### config.mk
export PLATFORM = sky130hd
export DESIGN_NAME = pwm_capture
export DESIGN_NICKNAME = d
export VERILOG_FILES = /design/src/rtl/pwm_capture.sv
export SDC_FILE = /design/constraint.sdc
export NUM_CORES = 1
export LEC_CHECK = 0
export CORE_AREA = 2 2 83 85
export CTS_CLUSTER_SIZE = 8
export DETAILED_ROUTE_END_ITERATION = 10
export DIE_AREA = 0 0 85 87
export PLACE_DENSITY = 0.73
export SLEW_MARGIN = 5
export SYNTH_ARGS = -nofsm -noshare
export SYNTH_HDL_FRONTEND = slang
export SYNTH_SLANG_ARGS = --single-unit
### constraint.sdc
create_clock -name clock -period 2.5 [get_ports clock]
set_input_delay 0.75 -clock clock [delete_from_list [all_inputs] [get_ports clock]]
set_output_delay 0.75 -clock clock [all_outputs]
set_load 0.01 [all_outputs]
### src/rtl/pwm_capture.sv
// pwm_capture: measures period and high time of an asynchronous PWM input in
// system clock cycles, publishing one measurement per period with a one-cycle
// valid strobe and a sticky timeout flag when edges stop arriving.
// Optional glitch filter after the synchronizer: define PWM_CAPTURE_FILTER_EN.
module pwm_capture #(
  parameter int WIDTH      = 16,
  parameter int TIMEOUT    = 20000,
  parameter int FILTER_LEN = 4
) (
  input  logic             clock,
  input  logic             reset,
  input  logic             pwm_in,
  output logic [WIDTH-1:0] period,
  output logic [WIDTH-1:0] high_time,
  output logic             valid,
  output logic             timeout,
  output logic             level
);

  typedef enum logic [1:0] {WAIT_RISE, HIGH, LOW} state_t;

  localparam logic [WIDTH-1:0] CNT_MAX = '1;
  localparam logic [WIDTH-1:0] TO_VAL  = WIDTH'(TIMEOUT);

  if ((FILTER_LEN < 2) || (FILTER_LEN > 16) || (TIMEOUT < 1) ||
      (TIMEOUT > (2 ** WIDTH) - 1)) begin : g_bad_params
    $error("pwm_capture: parameter out of range");
  end

  logic             sync_meta;
  logic             sync_level;
  logic             clean_level;
  logic             prev_level;
  logic             rise_pulse;
  logic             fall_pulse;
  logic [WIDTH-1:0] counter;
  logic [WIDTH-1:0] high_reg;
  state_t           state;
  state_t           state_next;
  logic             publish;
  logic             latch_high;
  logic             fire_timeout;

  // Two-flop synchronizer bringing the asynchronous input into the clock domain
  always_ff @(posedge clock or posedge reset) begin
    if (reset) begin
      sync_meta  <= 1'b0;
      sync_level <= 1'b0;
    end else begin
      sync_meta  <= pwm_in;
      sync_level <= sync_meta;
    end
  end

`ifdef PWM_CAPTURE_FILTER_EN
  logic       filt_level;
  logic [4:0] filt_count;

  // Glitch filter: follow the input only after FILTER_LEN consecutive differing samples
  always_ff @(posedge clock or posedge reset) begin
    if (reset) begin
      filt_level <= 1'b0;
      filt_count <= '0;
    end else if (sync_level == filt_level) begin
      filt_count <= '0;
    end else if (filt_count == 5'(FILTER_LEN - 1)) begin
      filt_level <= sync_level;
      filt_count <= '0;
    end else begin
      filt_count <= filt_count + 5'd1;
    end
  end

  assign clean_level = filt_level;
`else
  assign clean_level = sync_level;
`endif

  assign level = clean_level;

  // Registered edge detector: one-cycle rise/fall pulses from the clean level
  always_ff @(posedge clock or posedge reset) begin
    if (reset) begin
      prev_level <= 1'b0;
      rise_pulse <= 1'b0;
      fall_pulse <= 1'b0;
    end else begin
      prev_level <= clean_level;
      rise_pulse <= clean_level & ~prev_level;
      fall_pulse <= ~clean_level & prev_level;
    end
  end

  // Measurement counter: restarts at 1 on each rise, saturates instead of wrapping
  always_ff @(posedge clock or posedge reset) begin
    if (reset) begin
      counter <= '0;
    end else if (rise_pulse) begin
      counter <= WIDTH'(1);
    end else if (counter != CNT_MAX) begin
      counter <= counter + WIDTH'(1);
    end
  end

  // State register for the measurement sequencer
  always_ff @(posedge clock or posedge reset) begin
    if (reset) begin
      state <= WAIT_RISE;
    end else begin
      state <= state_next;
    end
  end

  // Next-state logic: an expected edge always takes priority over the timeout
  always_comb begin
    state_next   = state;
    publish      = 1'b0;
    latch_high   = 1'b0;
    fire_timeout = 1'b0;
    case (state)
      WAIT_RISE: begin
        if (rise_pulse) begin
          state_next = HIGH;
        end
      end
      HIGH: begin
        if (fall_pulse) begin
          latch_high = 1'b1;
          state_next = LOW;
        end else if (counter >= TO_VAL) begin
          fire_timeout = 1'b1;
          state_next   = WAIT_RISE;
        end
      end
      LOW: begin
        if (rise_pulse) begin
          publish    = 1'b1;
          state_next = HIGH;
        end else if (counter >= TO_VAL) begin
          fire_timeout = 1'b1;
          state_next   = WAIT_RISE;
        end
      end
      default: begin
        state_next = WAIT_RISE;
      end
    endcase
  end

  // Hold the high-phase length until the period completes
  always_ff @(posedge clock or posedge reset) begin
    if (reset) begin
      high_reg <= '0;
    end else if (latch_high) begin
      high_reg <= counter;
    end
  end

  // Output registers: publish on a completed period, sticky timeout until next valid
  always_ff @(posedge clock or posedge reset) begin
    if (reset) begin
      period    <= '0;
      high_time <= '0;
      valid     <= 1'b0;
      timeout   <= 1'b0;
    end else begin
      valid <= publish;
      if (publish) begin
        period    <= counter;
        high_time <= high_reg;
        timeout   <= 1'b0;
      end else if (fire_timeout) begin
        timeout <= 1'b1;
      end
    end
  end

endmodule

==> flow_summary.toml, run 1 <==
[floorplanning]
initial_core_util_pct = 47.1
io_pins = 38
fp.dieH_um = 87
num_rows = 30
dieArea_um2 = 7400
core_area_um2 = 6570
fp.dieW_um = 85

[critical_path]
critPathTopFamily = "buffers and inverters"
cp.buffers_inverters = 1
ff2ff_path_depth = 4
r2r-start = "counter[4]"
path_class = "register to primary output"
rrSetupSlack_ps = 610
startpoint_type = "register"
crit_chain = "clkdlybuf4s50_1"
worstPathArrival_ps = 1280
cp_slowest_stage_delay_ps = 550
path_max_fanout = 4
r2r-end = "counter[15]"
end_kind = "primary output"
crit_required_ps = 1750
crit_slowest_cell = "clkdlybuf4s50_1"

[placed_design]
io_buffers = 37
dp_hpwl_um = 3620
place.gp.congestion = 0.868
place_area_um2 = 3560
dp.cells = 356

[min_path]
holdPathStages = 0
hold_end = "level"
hold_path_class = "register to register"
holdCritStartpoint = "sync_meta"

[routing]
drt-vias-per-instance = 5.42
vias = 2011
finalWirelength_um = 5430
drc_errors = 0
ant_nets = 0
wl_per_cell_um = 14.6
drtIter0Drc = 226
drt-pass1-iter-count = 4

[clock_tree]
path_clk_slew_ps = 70
cts_buffers = 9
cts_max_level = 3
cts_root_buf = "clkbuf_8"
cts_hold_buf = 0
post_cts_buffers = 0
cts-resized-gates = 0
clk-insertion-delay-late_ps = 340
cts_max_path_buffers = 2
clock_sinks = 73
cts_tree = "built"

[sta]
fmax_mhz = 492
max_slew_margin_pct = 48.3
period_needed_ps = 2030
finalCritPeriodShare_pct = 81.2
fin_skew_ps = 6.05
worst_slew_pin_slew_ps = 773
finalSetupViolations = 0
slew_viol_final = 0
hold_viol = 0
rsz0062_at_grt = "false"
final.setup.tns_ps = 0
whs_ps = 353

[finish]
area_growth_pct = 20.8
layout_commonest_cell = "dfrtp_1"
final_util_pct = 56.9
num-nets-final = 296
fin_cells = 371
drive_gt1_share_pct = 23.0
fillers = 523
finalInstanceArea_um2 = 3740
final_cell_mix = "73 x dfrtp_1, 44 x mux2_2, 37 x clkdlybuf4s50_1"
diodes = 0

[global_route]
grt_max_degree = 74
grtUsageTotal_pct = 16.9
grt_pass1_vias = 1983
grt_pass1_wl_um = 9660
grt-ovfl-total = 0
antenna_found_initial = 0

[logic_synthesis]
yosys_warnings = 0
netlist_instances = 247
synth_nets = 256
synth_top_area_share_pct = 59.1
netlist_area_um2 = 3090
yosysSeqAreaShare_pct = 59.1
yosysUniqueCellTypes = 36
avgSynthCellArea_um2 = 12.5
synth_seq_cells = 73
synth_largest_area_cell = "dfrtp_1"
synth_area_leaders = "dfrtp_1 59%, mux2_2 16%, ha_1 2.4%"

[power]
powerDensity_nw_per_um2 = 747
power_leakage_nw = 1.75
irDropWorstVdd_mv = 0.440

[outcome]
status = "finished clean"

[job]
drv_cap = 0
[worst max path at each step]
stage                          start  cells past startpoint  slack, ps            to
after detailed placement  counter[4]                      4        620   counter[15]
after global routing           level                      1        400         level
final                          level                      1        470         level
after floorplan             state[0]                      5        720  high_time[0]
after global placement    counter[4]                      4        670   counter[15]
after CTS                      level                      1        450         level
[area by class of cell]
| type | count | area [µm²] | share of cell area (%) |
|---|---|---|---|
| flip-flops and latches | 73 | 1830 | 48.9 |
| multi-input cells | 155 | 1190 | 31.8 |
| repair buffers | 40 | 405 | 10.9 |
| clock buffers | 12 | 165 | 4.42 |
| well taps | 80 | 100 | 2.68 |
| inverters | 8 | 33.8 | 0.904 |
| clock inverters | 3 | 15.0 | 0.402 |
[logic make-up after synthesis]
| group | synth area share, % |
|---|---|
| multiplexers | 16.7 |
| AND/OR/NAND/NOR | 12.0 |
| AO/OA/AOI/OAI | 7.08 |
| buffers and inverters | 2.47 |
| flip-flops | 59.1 |
| adder cells (fa/ha/maj) | 2.43 |
| XOR/XNOR | 0.283 |
[report_power, final]
group / switching, mW / internal [mW]
clock network: 0.398 / 0.431
registers: 0.109 / 1.32
logic: 0.252 / 0.284
[synthesized netlist by cell type (all sizes together)]
| library cell | n |
|---|---|
| a211oi | 4 |
| a21oi | 8 |
| a221o | 2 |
| a31oi | 2 |
| a41o | 1 |
| and2 | 1 |
| and3 | 4 |
| buf | 4 |
| clkbuf | 7 |
| dfrtp | 73 |
| ha | 6 |
| inv | 8 |
| mux2 | 44 |
| mux2i | 2 |
| nand2 | 14 |
| nand3 | 5 |
| nand4 | 2 |
| nor2 | 16 |
| nor2b | 6 |
| nor3 | 11 |
| nor4 | 4 |
| nor4b | 1 |
| o2111ai | 1 |
| o211ai | 1 |
| o21a | 1 |
| o21ai | 10 |
| o311a | 1 |
| o31ai | 3 |
| or2 | 1 |
| or4 | 3 |
| xor2 | 1 |
[stage by stage]
stage,setup WS [ps],power (mW)
finish,469,2.79
global route,403,2.98
CTS,446,2.83
detailed placement,616,1.99
global placement,672,1.96
floorplan,721,1.78
[layer usage]
| metal | wire length [µm] | GRT usage [%] | vias up |
|---|---|---|---|
| met5 | 0 | 0 | - |
| met4 | 82 | 7.50 | 0 |
| met3 | 223 | 4.93 | 6 |
| met2 | 2570 | 25.1 | 44 |
| met1 | 2550 | 23.0 | 999 |
| li1 | - | - | 962 |
Power figures use the tool's default switching activity.
==> run 2: changes to the inputs <==
- clock period: 2.5 -> 1.8 ns (I/O delays scaled with it)
==> run 2 against run 1 <==
  * Routed wire length rose by 3.0%
  * Critical path depth did not move
  * Non-clock buffer count rose by 13
  * Global-route usage barely moved
  * Clock power rose by 110%
  * Register-to-register slack got worse by 500 ps
  * Via count rose by 2.9%
  * Final cell count rose by 3.8%
  * Sequential share of layout area fell by 3.6 points
  * Power rose by 60%
  * Largest cell class unchanged
  * Largest power group unchanged
  * Highest routed layer unchanged
==> flow_summary.toml, run 2 (synthesis gave the netlist of run 1 again) <==
[outcome]
status = "finished clean"

[routing]
drt-vias-per-instance = 5.38
drt-pass1-iter-count = 4
vias = 2070
drtIter0Drc = 142
drc_errors = 0
wl_per_cell_um = 14.5
ant_nets = 0
finalWirelength_um = 5600

[floorplanning]
fp.dieH_um = 87
core_area_um2 = 6570
num_rows = 30
io_pins = 38
dieArea_um2 = 7400
fp.dieW_um = 85
initial_core_util_pct = 47.1

[sta]
period_needed_ps = 1770
worst_slew_pin_slew_ps = 369
final.setup.tns_ps = 0
max_slew_margin_pct = 75.4
slew_viol_final = 0
hold_viol = 0
fmax_mhz = 566
rsz0062_at_grt = "false"
finalCritPeriodShare_pct = 98.2
finalSetupViolations = 0
fin_skew_ps = 5.99

[clock_tree]
cts_max_path_buffers = 2
clock_sinks = 73
cts_root_buf = "clkbuf_8"
cts_tree = "built"
cts_hold_buf = 0
cts_buffers = 9
cts_max_level = 3
path_clk_slew_ps = 70
clk-insertion-delay-late_ps = 350

[critical_path]
end_kind = "primary output"
rrSetupSlack_ps = 110
worstPathArrival_ps = 1230
crit_slowest_cell = "clkdlybuf4s50_1"
ff2ff_path_depth = 5
cp.buffers_inverters = 1
startpoint_type = "register"
startpoint = "high_time[6]"
cp-endpoint = "high_time[6]"
path_class = "register to primary output"
r2r-start = "counter[1]"
crit_chain = "clkdlybuf4s50_1"
r2r-end = "counter[14]"
crit_required_ps = 1260
cp.depth = 1
critPathTopFamily = "buffers and inverters"
cp_slowest_stage_delay_ps = 540
path_max_fanout = 2

[finish]
layout_commonest_cell = "dfrtp_1"
finalInstanceArea_um2 = 4030
seqCellArea_um2 = 1830
drive_gt1_share_pct = 28.5
final_cell_mix = "72 x dfrtp_1, 44 x mux2_2, 25 x dlymetal6s2s_1"
multi_input_area_um2 = 1210
fillers = 512
area_growth_pct = 30.4
diodes = 0
num-nets-final = 309

[placed_design]
io_buffers = 37
dp_hpwl_um = 3730
place_area_um2 = 3680
place.gp.congestion = 0.870

[global_route]
grt-ovfl-total = 0
grt_max_degree = 74
grt_pass1_wl_um = 9650
grtUsageTotal_pct = 16.8
grt_pass1_vias = 2050
antenna_found_initial = 0

[job]
drv_cap = 0

[power]
power_leakage_nw = 2.34
irDropWorstVdd_mv = 0.640
powerDensity_nw_per_um2 = 1100

[min_path]
hold_path_class = "register to register"
[run 2: changes by cell type in the layout (fill, tap and decap cells not counted), sizes merged]
cell,before,now
clkdlybuf4s50,37,6
dlymetal6s2s,0,25
buf,3,16
dlygate4sd2,0,6
bufinv,0,4
clkinv,3,1
clkbuf,12,11
[run 2: where the power goes]
| part | switching [mW] | leakage (nW) | internal [mW] |
|---|---|---|---|
| registers | 0.150 | 0.990 | 1.83 |
| logic | 0.369 | 1.21 | 0.392 |
| clock network | 0.577 | 0.140 | 1.13 |
| total | 1.10 | 2.34 | 3.36 |
[run 2: what timing repair did]
item / 4_1_cts / 5_1_grt
pin swaps: 0 / 0
gates cloned: 0 / 0
buffers inserted: 0 / 0
resized for setup: 6 / 31
endpoints found under the setup margin: 6 / 30
[run 2: how the worst min path moves through the flow]
| stage | end | depth (start not counted) | from |
|---|---|---|---|
| finish | level | 0 | sync_meta |
| global route | level | 0 | sync_meta |
| floorplan | level | 0 | sync_meta |
| global placement | level | 0 | sync_meta |
| CTS | level | 0 | sync_meta |
| detailed placement | level | 0 | sync_meta |
[run 2: area by class of cell]
| cell class | count | area share [%] |
|---|---|---|
| Inverter | 8 | 0.838 |
| Sequential cell | 73 | 45.3 |
| Multi-Input combinational cell | 155 | 30.0 |
| Clock inverter | 5 | 3.10 |
| Tap cell | 80 | 2.48 |
| Clock buffer | 11 | 3.75 |
| Timing Repair Buffer | 53 | 14.5 |
[run 2: through the flow]
step	hold WS (ps)	cells	total power [mW]	utilization (%)	worst slack [ps]
after global routing	368	385	4.68	61.4	3.23
final	352	385	4.46	61.4	32.5
after CTS	354	385	4.51	60.1	0.992
after floorplan	331	247	2.47	-	20.6
after detailed placement	336	369	2.81	56.0	94.2
after global placement	332	369	2.76	56.0	106
[run 2: layer usage]
layer  vias up  GRT usage [%]  wire, µm
met5         -              0         0
met2        43           26.3      2610
met4         0           9.09       141
met3        12           4.45       263
li1        995              -         -
met1      1020           21.5      2590
